File: config.mk
export PLATFORM = sky130hd
export DESIGN_NAME = glip_stream_upscale
export DESIGN_NICKNAME = d
export VERILOG_FILES = /design/src/rtl/glip_stream_upscale.sv
export SDC_FILE = /design/constraint.sdc
export NUM_CORES = 1
export LEC_CHECK = 0
export CAP_MARGIN = 20
export CORE_UTILIZATION = 51
export CTS_CLUSTER_DIAMETER = 80
export CTS_CLUSTER_SIZE = 25
export DETAILED_ROUTE_END_ITERATION = 8
export GPL_TIMING_DRIVEN = 0
export HOLD_SLACK_MARGIN = 0.05
export PLACE_DENSITY = 0.83
export SLEW_MARGIN = 20
export SYNTH_ARGS = -nofsm -noshare
export SYNTH_HDL_FRONTEND = slang
export SYNTH_SLANG_ARGS = --single-unit
export TNS_END_PERCENT = 5
File: constraint.sdc
create_clock -name clk -period 3.19 [get_ports clk]
set_input_delay 0.638 -clock clk [delete_from_list [all_inputs] [get_ports clk]]
set_output_delay 0.638 -clock clk [all_outputs]
set_load 0.02 [all_outputs]
File: src/rtl/glip_stream_upscale.sv
// glip_stream_upscale: packs RATIO narrow GLIP FIFO words into one wide word (lane 0 first),
// with lane-counted flush of partial words. Define GLIP_UPSCALE_TIMEOUT_EN for idle-timeout auto flush.
module glip_stream_upscale #(
   parameter int WIDTH_IN = 16,
   parameter int RATIO    = 2,
   parameter int TIMEOUT  = 1000
) (
   input  logic                          clk,
   input  logic                          rst_n,
   input  logic [WIDTH_IN-1:0]           in_data,
   input  logic                          in_valid,
   output logic                          in_ready,
   input  logic                          flush,
   output logic [WIDTH_IN*RATIO-1:0]     out_data,
   output logic                          out_valid,
   input  logic                          out_ready,
   output logic [$clog2(RATIO+1)-1:0]    out_lanes
);

   localparam int CNT_W   = $clog2(RATIO);
   localparam int LANES_W = $clog2(RATIO+1);
   localparam logic [CNT_W-1:0] CNT_LAST = CNT_W'(RATIO - 1);

   logic [CNT_W-1:0]                 cnt_q, cnt_d;
   logic [RATIO-2:0][WIDTH_IN-1:0]   acc_q, acc_d;
   logic [WIDTH_IN*RATIO-1:0]        out_data_q, out_data_d;
   logic [LANES_W-1:0]               out_lanes_q, out_lanes_d;
   logic                             out_valid_q, out_valid_d;
   logic                             flush_pending_q, flush_pending_d;

   logic                             slot_free;
   logic                             accept;
   logic                             complete;
   logic                             timeout_fire;
   logic                             flush_req;
   logic                             flush_new;
   logic                             load_out;
   logic [RATIO-1:0][WIDTH_IN-1:0]   load_word;
   logic [LANES_W-1:0]               load_lanes;

   // The last lane bypasses the accumulator, so only completion needs a free output slot.
   assign slot_free = !out_valid_q | out_ready;
   assign in_ready  = !flush_pending_q & ((cnt_q != CNT_LAST) | slot_free);
   assign accept    = in_valid & in_ready;
   assign complete  = accept & (cnt_q == CNT_LAST);

   assign flush_req = flush | timeout_fire;
   assign flush_new = flush_req & !flush_pending_q & ((cnt_q != '0) | accept) & !complete;
   assign load_out  = complete | (flush_new & slot_free) | (flush_pending_q & slot_free);

   // Word presented to the output register: accumulator plus any same-cycle accepted word.
   generate
      for (genvar gi = 0; gi < RATIO; gi++) begin : g_lane
         if (gi < RATIO - 1) begin : g_acc_lane
            assign load_word[gi] = (accept && (cnt_q == CNT_W'(gi))) ? in_data : acc_q[gi];
         end else begin : g_last_lane
            assign load_word[gi] = complete ? in_data : '0;
         end
      end
   endgenerate

   assign load_lanes = LANES_W'(cnt_q) + LANES_W'(accept);

`ifdef GLIP_UPSCALE_TIMEOUT_EN
   localparam int IDLE_W = $clog2(TIMEOUT + 1);

   logic [IDLE_W-1:0] idle_q, idle_d;

   always_comb begin
      idle_d = idle_q;
      if (accept) begin
         idle_d = IDLE_W'(TIMEOUT);
      end else if (cnt_q == '0) begin
         idle_d = '0;
      end else if (idle_q != '0) begin
         idle_d = idle_q - IDLE_W'(1);
      end
   end

   assign timeout_fire = (idle_q == IDLE_W'(1)) & (cnt_q != '0) & !accept;

   always_ff @(posedge clk or negedge rst_n) begin
      if (!rst_n) begin
         idle_q <= '0;
      end else begin
         idle_q <= idle_d;
      end
   end
`else
   logic unused_timeout_cfg;

   assign unused_timeout_cfg = (TIMEOUT > 0);
   assign timeout_fire       = 1'b0;
`endif

   always_comb begin
      cnt_d           = cnt_q;
      out_data_d      = out_data_q;
      out_lanes_d     = out_lanes_q;
      out_valid_d     = out_valid_q;
      flush_pending_d = flush_pending_q;

      if (load_out) begin
         out_data_d      = load_word;
         out_lanes_d     = load_lanes;
         out_valid_d     = 1'b1;
         cnt_d           = '0;
         flush_pending_d = 1'b0;
      end else begin
         if (out_ready) begin
            out_valid_d = 1'b0;
         end
         if (accept) begin
            cnt_d = cnt_q + CNT_W'(1);
         end
         if (flush_new) begin
            flush_pending_d = 1'b1;
         end
      end
   end

   // Lanes are zeroed whenever the partial word leaves, keeping padding at zero.
   always_comb begin
      acc_d = acc_q;
      for (int i = 0; i < RATIO - 1; i++) begin
         if (load_out) begin
            acc_d[i] = '0;
         end else if (accept && (cnt_q == CNT_W'(i))) begin
            acc_d[i] = in_data;
         end
      end
   end

   always_ff @(posedge clk or negedge rst_n) begin
      if (!rst_n) begin
         cnt_q           <= '0;
         acc_q           <= '0;
         out_data_q      <= '0;
         out_lanes_q     <= '0;
         out_valid_q     <= 1'b0;
         flush_pending_q <= 1'b0;
      end else begin
         cnt_q           <= cnt_d;
         acc_q           <= acc_d;
         out_data_q      <= out_data_d;
         out_lanes_q     <= out_lanes_d;
         out_valid_q     <= out_valid_d;
         flush_pending_q <= flush_pending_d;
      end
   end

   assign out_data  = out_data_q;
   assign out_lanes = out_lanes_q;
   assign out_valid = out_valid_q;

endmodule

==> results of run 1 <==
[power by group through the flow]
| stage | clock [mW] | combinational (mW) | sequential, mW |
|---|---|---|---|
| floorplan | 0 | 0.682 | 1.30 |
| global placement | 0 | 1.42 | 1.10 |
| detailed placement | 0 | 1.46 | 1.10 |
| CTS | 0.360 | 1.46 | 1.09 |
| global route | 0.394 | 1.56 | 1.12 |
| finish | 0.356 | 1.44 | 1.09 |
[cell usage after synthesis]
| cell type | n |
|---|---|
| sky130_fd_sc_hd__buf_6 | 5 |
| sky130_fd_sc_hd__nor2b_2 | 1 |
| sky130_fd_sc_hd__and3_1 | 1 |
| sky130_fd_sc_hd__nand2_1 | 3 |
| sky130_fd_sc_hd__nand2b_1 | 2 |
| sky130_fd_sc_hd__nor2_1 | 19 |
| sky130_fd_sc_hd__buf_4 | 1 |
| sky130_fd_sc_hd__ha_1 | 3 |
| sky130_fd_sc_hd__nor2_2 | 1 |
| sky130_fd_sc_hd__a21oi_1 | 1 |
| sky130_fd_sc_hd__and2_1 | 1 |
| sky130_fd_sc_hd__nor2b_1 | 2 |
| sky130_fd_sc_hd__dfrtp_1 | 53 |
| sky130_fd_sc_hd__clkbuf_1 | 1 |
| sky130_fd_sc_hd__inv_2 | 1 |
| sky130_fd_sc_hd__nor3_1 | 1 |
| sky130_fd_sc_hd__a22o_1 | 17 |
| sky130_fd_sc_hd__o21ai_0 | 1 |
| sky130_fd_sc_hd__a21o_1 | 1 |
| sky130_fd_sc_hd__inv_1 | 18 |
| sky130_fd_sc_hd__buf_2 | 2 |
| sky130_fd_sc_hd__mux2i_1 | 33 |
| sky130_fd_sc_hd__a22oi_4 | 1 |
[final cells by class]
cell class              instances  area, sq um  share of cell area, %
clock buffers                   8        80.08                  2.789
flip-flops and latches         53         1326                  46.19
repair buffers                 56        558.0                  19.43
well taps                      50        62.56                  2.179
inverters                      19        71.32                  2.484
plain buffers                   9        77.57                  2.702
multi-input cells              88        695.7                  24.23
[kinds of logic (layout without fill, tap and decap cells)]
| group | after synthesis | after routing |
|---|---|---|
| buf+inv | 28 | 92 |
| mux | 33 | 33 |
| flops | 53 | 53 |
| fa+ha+maj | 3 | 3 |
| simple gates | 31 | 31 |
| compound gates | 21 | 21 |
[critical path, cell delays in order]
cell	delay, ps
sky130_fd_sc_hd__clkdlybuf4s50_1	490
sky130_fd_sc_hd__nor2b_2	80
sky130_fd_sc_hd__a21oi_1	150
sky130_fd_sc_hd__clkdlybuf4s50_1	620
[per-stage QoR]
stage | setup slack, ps | TNS [ps] | total power [mW] | cells | hold WS [ps]
finish | 575.9 | 0 | 2.882 | 283 | 351.7
global route | 476.1 | 0 | 3.071 | 283 | 397.2
CTS | 571.2 | 0 | 2.910 | 283 | 377.7
detailed placement | 332.6 | 0 | 2.555 | 275 | 464.9
global placement | -29.54 | -1382 | 2.515 | 275 | 466.4
floorplan | 1043 | 0 | 1.977 | 169 | 342.4
[sequential cells by signal, summed over array words and instances, names as in the netlist]
register,cells
flush_pending_q,1
out_data,32
cnt_q,1
out_valid,1
out_lanes,2
acc_q,16
[worst min-delay path by stage]
stage	start	to	slack [ps]	cells past startpoint
floorplan	rst_n	acc_q[0]$_DFF_PN0_	340	0
detailed placement	out_lanes[1]$_DFFE_PN0P_	out_lanes[1]$_DFFE_PN0P_	460	1
finish	rst_n	out_data[13]$_DFFE_PN0P_	350	1
CTS	rst_n	out_data[3]$_DFFE_PN0P_	380	1
global route	rst_n	out_data[18]$_DFFE_PN0P_	400	1
global placement	out_lanes[1]$_DFFE_PN0P_	out_lanes[1]$_DFFE_PN0P_	470	1
[metal layers]
metal,global-route usage (%),share of wire (%),wire (um),up-vias
li1,-,-,-,692
met1,27.22,46,1905,689
met2,32.13,46,1901,45
met3,6.250,6.3,262,8
met4,8.777,1.6,65,0
met5,0,0,0,-
==> flow_summary.toml, run 1 <==
[status]
run_status = "complete, no violations"

[worst_setup_path]
timing.rr.start = "out_valid$_DFFE_PN0P_"
timing.critical_path.from_type = "input port"
crit_path_start = "out_ready"
worstSetupEndpointType = "primary output"
worst-setup-path-type = "input port to primary output"
r2r_end = "out_lanes[0]$_DFFE_PN0P_"
critPathRequiredTime_ps = 2550
crit_path_max_fanout = 4
critPathArrivalTime_ps = 1980
r2r_setup_slack_ps = 1060
reg2regPathDepth = 10
crit_end = "in_ready"

[place]
gpl.final_weighted_congestion = 0.7629
port-buffer-count = 56
detailed_place_hpwl_um = 2936
placedInstanceArea_sq_um = 2791

[synthesis]
cell_type_with_the_highest_aggregate_area_in_the_netlist = "sky130_fd_sc_hd__dfrtp_1"
synth_warnings = 0
synth_simple_gate_area_share_pct = 6.455
yosysSeqAreaShare_pct = 61.10
avgSynthCellArea_sq_um = 12.85
synth_area_sq_um = 2171
syn-instance-count = 169
post_synth_mux_area_share_pct = 15.22
synth-xor-area-share_pct = 0
ys_ff_latch = 53
yosys.area.top_type_share_pct = 61.10
postSynthNetCount = 193
largest_family_of_logic_cells_by_synthesized_area = "multiplexers"
ys_top_cells_by_area = "sky130_fd_sc_hd__dfrtp_1 (61%), sky130_fd_sc_hd__mux2i_1 (15%), sky130_fd_sc_hd__a22o_1 (6.9%)"
synthDistinctLibCells = 23
synth_compound_area_share_pct = 8.646
post_synth_fa_ha_maj_area_fraction_pct = 1.729

[cts]
htree_levels = 2
tritoncts.num_buffers = 5
clock_sinks = 53
cts_tree = "done"
cts_root_buf = "sky130_fd_sc_hd__clkbuf_8"
worst_skew_pair.late_latency_ps = 310
cts_max_path_buffers = 2
post_cts_hold_buffer_count = 0
clkTransAtPathRegs_ps = 80
cts.repair_timing.setup_buffer_count = 0
cts.repair.resized = 0

[power]
powerDensity_nw_per_um2 = 1004
internal_power_mw = 1.799
net-switching-power_mw = 1.083
leakage_nw = 1.365
sw_frac_of_total_pct = 37.57
pwr-share-clk_pct = 12.4
combinational_fraction_of_design_power_pct = 49.8
peakVddDrop_v = 0.0004541
relative_contribution_of_sequential_cells_to_total_power_pct = 37.8

[layout]
mostFrequentLayoutCells = "sky130_fd_sc_hd__clkdlybuf4s50_1 (55), sky130_fd_sc_hd__dfrtp_1 (53), sky130_fd_sc_hd__mux2i_1 (33), sky130_fd_sc_hd__nor2_1 (19), sky130_fd_sc_hd__inv_1 (18)"
fill_cells = 306
layout.cells.most_common = "sky130_fd_sc_hd__clkdlybuf4s50_1"
design_area_sq_um = 2872
nets = 256
layout-area-overhead-vs-synth_pct = 32.28
final_core_utilization_pct = 70.77
post_route_cells_drive_above_1_share_pct = 7.725
antenna_cells_inserted = 0

[die]
dieArea_sq_um = 4521
initial_utilization_pct = 53.50
dieHeight_um = 67.24
core-area_sq_um = 4058
design.portCount = 57
floorplan.die.width_um = 67.24
rows = 23

[sta]
report.final.slew_viol_count = 0
rsz_0062_raised_after_global_routing = "no"
achievable-frequency_ghz = 0.3825
finalHoldViolations = 0
finalSetupViolations = 0
final.min_clock_period_ps = 2614
worstMarginPinSlew_ps = 634.3
final_min_period_over_clock_period_pct = 81.95
slew_headroom_pct = 57.72
fin_worst_skew_ps = 6.723

[grt]
via_count_of_the_first_global_routing_pass = 1455
global_route.overflow_total = 0
grt.total_usage_pct = 20.82
grt_first_pass_wirelength_um = 6686
maximum_number_of_pins_on_one_net_before_global_route_repair = 54
number_of_antenna_violations_at_the_first_check_in_global_routing = 0

[routing]
routed_wirelength_um = 4134
detailedRoute.firstIterationViolations = 72
drt_pre_antenna_iters = 3
remaining_drc_errors = 0
drtAntennaViolNets = 0
dr_total_vias = 1434
via_density = 5.067
routedWlPerCell_um = 14.61

[worst_hold_path]
timing.hold.worst.class = "input port to async pin"

[run]
maxCapViolations = 0
(Power assumes the default switching activity.)
==> inputs of run 2 (changes only) <==
--- a/config.mk
+++ b/config.mk
@@ -6,13 +6,13 @@
 export NUM_CORES = 1
 export LEC_CHECK = 0
 export CAP_MARGIN = 20
-export CORE_UTILIZATION = 51
+export CORE_UTILIZATION = 43
 export CTS_CLUSTER_DIAMETER = 80
 export CTS_CLUSTER_SIZE = 25
 export DETAILED_ROUTE_END_ITERATION = 8
 export GPL_TIMING_DRIVEN = 0
 export HOLD_SLACK_MARGIN = 0.05
-export PLACE_DENSITY = 0.83
+export PLACE_DENSITY = 0.75
 export SLEW_MARGIN = 20
 export SYNTH_ARGS = -nofsm -noshare
 export SYNTH_HDL_FRONTEND = slang
==> constraint.sdc (replaced) <==
create_clock -name clk -period 2.3 [get_ports clk]
set_input_delay 0.46 -clock clk [delete_from_list [all_inputs] [get_ports clk]]
set_output_delay 0.46 -clock clk [all_outputs]
set_load 0.02 [all_outputs]
==> flow_summary.toml, run 2 (synthesized netlist as in run 1, its figures left out) <==
[routing]
routedWlPerCell_um = 13.99
dr_total_vias = 1434
via_density = 4.717
detailedRoute.firstIterationViolations = 45
remaining_drc_errors = 0
drt_pre_antenna_iters = 4
drtAntennaViolNets = 0
routed_wirelength_um = 4254

[layout]
post_route_cells_drive_above_1_share_pct = 10.97
largest_register_ff_count = 32
layout.cells.most_common = "sky130_fd_sc_hd__clkdlybuf4s50_1"
layout-area-overhead-vs-synth_pct = 36.83
nets = 260
mostFrequentLayoutCells = "sky130_fd_sc_hd__clkdlybuf4s50_1 (54), sky130_fd_sc_hd__dfrtp_1 (53), sky130_fd_sc_hd__mux2i_1 (33), sky130_fd_sc_hd__nor2_1 (19), sky130_fd_sc_hd__inv_1 (18)"
multi_input_comb_area_sq_um = 708.2
final_cells = 304
antenna_cells_inserted = 0
fill_cells = 401
seqCellArea_sq_um = 1326

[worst_setup_path]
critPathRequiredTime_ps = 2540
timing.critical_path.mode_cell = "sky130_fd_sc_hd__buf_6"
critical_path.cell_chain = "clkdlybuf4s50_1 > nor2b_4 > nand2_1 > and2_1 > ha_1 > buf_6 > nor2_4 > a22o_1 > buf_6 > buf_6 > mux2i_1"
cp_max_stage_delay_ps = 450
cpMaxStageDelayCell = "sky130_fd_sc_hd__clkdlybuf4s50_1"
worstSetupEndpointType = "flip-flop"
worst-setup-path-type = "input port to flip-flop"
crit_path_max_fanout = 10
timing.critical_path.from_type = "input port"
critPathArrivalTime_ps = 2390

[die]
core-area_sq_um = 4786
dieHeight_um = 73.05
design.portCount = 57
rows = 25
dieArea_sq_um = 5336
initial_utilization_pct = 45.36
floorplan.die.width_um = 73.05

[grt]
met3_usage_pct = 6.768
global_route.overflow_total = 0
number_of_antenna_violations_at_the_first_check_in_global_routing = 0
grt.total_usage_pct = 18.09
via_count_of_the_first_global_routing_pass = 1433
met2_usage_pct = 27.16
grt_first_pass_wirelength_um = 7113
maximum_number_of_pins_on_one_net_before_global_route_repair = 54
grt.busiest_layer = "met2"
globalRouteMet1Util_pct = 24.57

[place]
port-buffer-count = 56
detailed_place_hpwl_um = 2863
gpl.final_weighted_congestion = 0.7249
dp_cells = 292

[cts]
tritoncts.num_buffers = 5
cts_max_path_buffers = 2
cts_root_buf = "sky130_fd_sc_hd__clkbuf_8"
post_cts_hold_buffer_count = 0
worst_skew_pair.late_latency_ps = 310
clkTransAtPathRegs_ps = 100
cts_tree = "done"
clock_sinks = 53
htree_levels = 2

[sta]
achievable-frequency_ghz = 0.4642
finalHoldViolations = 0
rsz_0062_raised_after_global_routing = "no"
final_min_period_over_clock_period_pct = 93.66
worst_hold_slack_ps = 167.1
report.final.slew_viol_count = 0
slew_headroom_pct = 57.00
finalSetupViolations = 0
final.min_clock_period_ps = 2154
worstMarginPinSlew_ps = 645.0
fin_worst_skew_ps = 6.721

[status]
run_status = "complete, no violations"

[power]
peakVddDrop_v = 0.0006695
powerDensity_nw_per_um2 = 1417
leakage_nw = 1.416

[worst_hold_path]
timing.hold.worst.class = "input port to async pin"

[run]
maxCapViolations = 0
-- run 2: metrics by stage --
stage	power (mW)	util (%)	cell area, sq um	setup TNS [ps]	setup slack, ps
after global routing	4.469	62.07	2970	0	12.98
after floorplan	2.742	-	2171	0	264.4
after detailed placement	3.540	58.77	2813	-9161	-327.7
final	4.210	62.07	2970	0	145.7
after CTS	4.187	61.12	2925	0	4.136
after global placement	3.509	58.82	2815	-51440	-823.3
-- run 2: worst paths after layout --
kind | depth (start not counted) | start | slack (ps) | end
max | 11 | out_ready | 150 | out_lanes[0]$_DFFE_PN0P_
max reg2reg | 9 | flush_pending_q$_DFFE_PN0P_ | 280 | out_data[24]$_DFFE_PN0P_
max in group asynchronous | 1 | rst_n | 1700 | acc_q[4]$_DFF_PN0_
min | 1 | rst_n | 170 | out_data[25]$_DFFE_PN0P_
min in group clk | 1 | out_lanes[1]$_DFFE_PN0P_ | 490 | out_lanes[1]$_DFFE_PN0P_
min reg2reg | 1 | out_lanes[1]$_DFFE_PN0P_ | 490 | out_lanes[1]$_DFFE_PN0P_
-- run 2: worst max-delay path: cells and delay by family --
| family | cells | cell delay (ps) |
|---|---|---|
| buffers and inverters | 4 | 910 |
| AND/OR/NAND/NOR | 4 | 480 |
| adder cells (fa/ha/maj) | 1 | 190 |
| multiplexers | 1 | 190 |
| AO/OA/AOI/OAI | 1 | 150 |
-- run 2: cell type report --
cell class | count | area share (%)
multi-input combinational | 88 | 23.84
sequential | 53 | 44.65
tap | 67 | 2.822
clock buffer | 5 | 2.317
timing repair buffer | 60 | 19.88
inverter | 19 | 2.401
buffer | 9 | 2.612
clock inverter | 3 | 1.474
-- run 2: routing by layer --
| layer | vias to the layer above | share of wire (%) | routed length [um] |
|---|---|---|---|
| met1 | 684 | 48 | 2045 |
| met4 | 0 | 0.68 | 29 |
| met2 | 41 | 45 | 1904 |
| met3 | 4 | 6.4 | 274 |
| li1 | 705 | - | - |
| met5 | - | 0 | 0 |
-- run 2: where the power goes --
group          switching, mW  total [mW]  leakage, nW  internal, mW
Combinational           1.04        2.06        0.656          1.01
Clock                  0.311       0.638       0.0585         0.326
Sequential             0.198        1.51        0.701          1.32
Total                   1.55        4.21         1.42          2.66
-- run 2: timing repair --
action | CTS | global route
endpoints found under the hold margin | 0 | 0
buffers inserted | 0 | 4
endpoints found under the setup margin | 0 | 34
resized for setup | 0 | 4
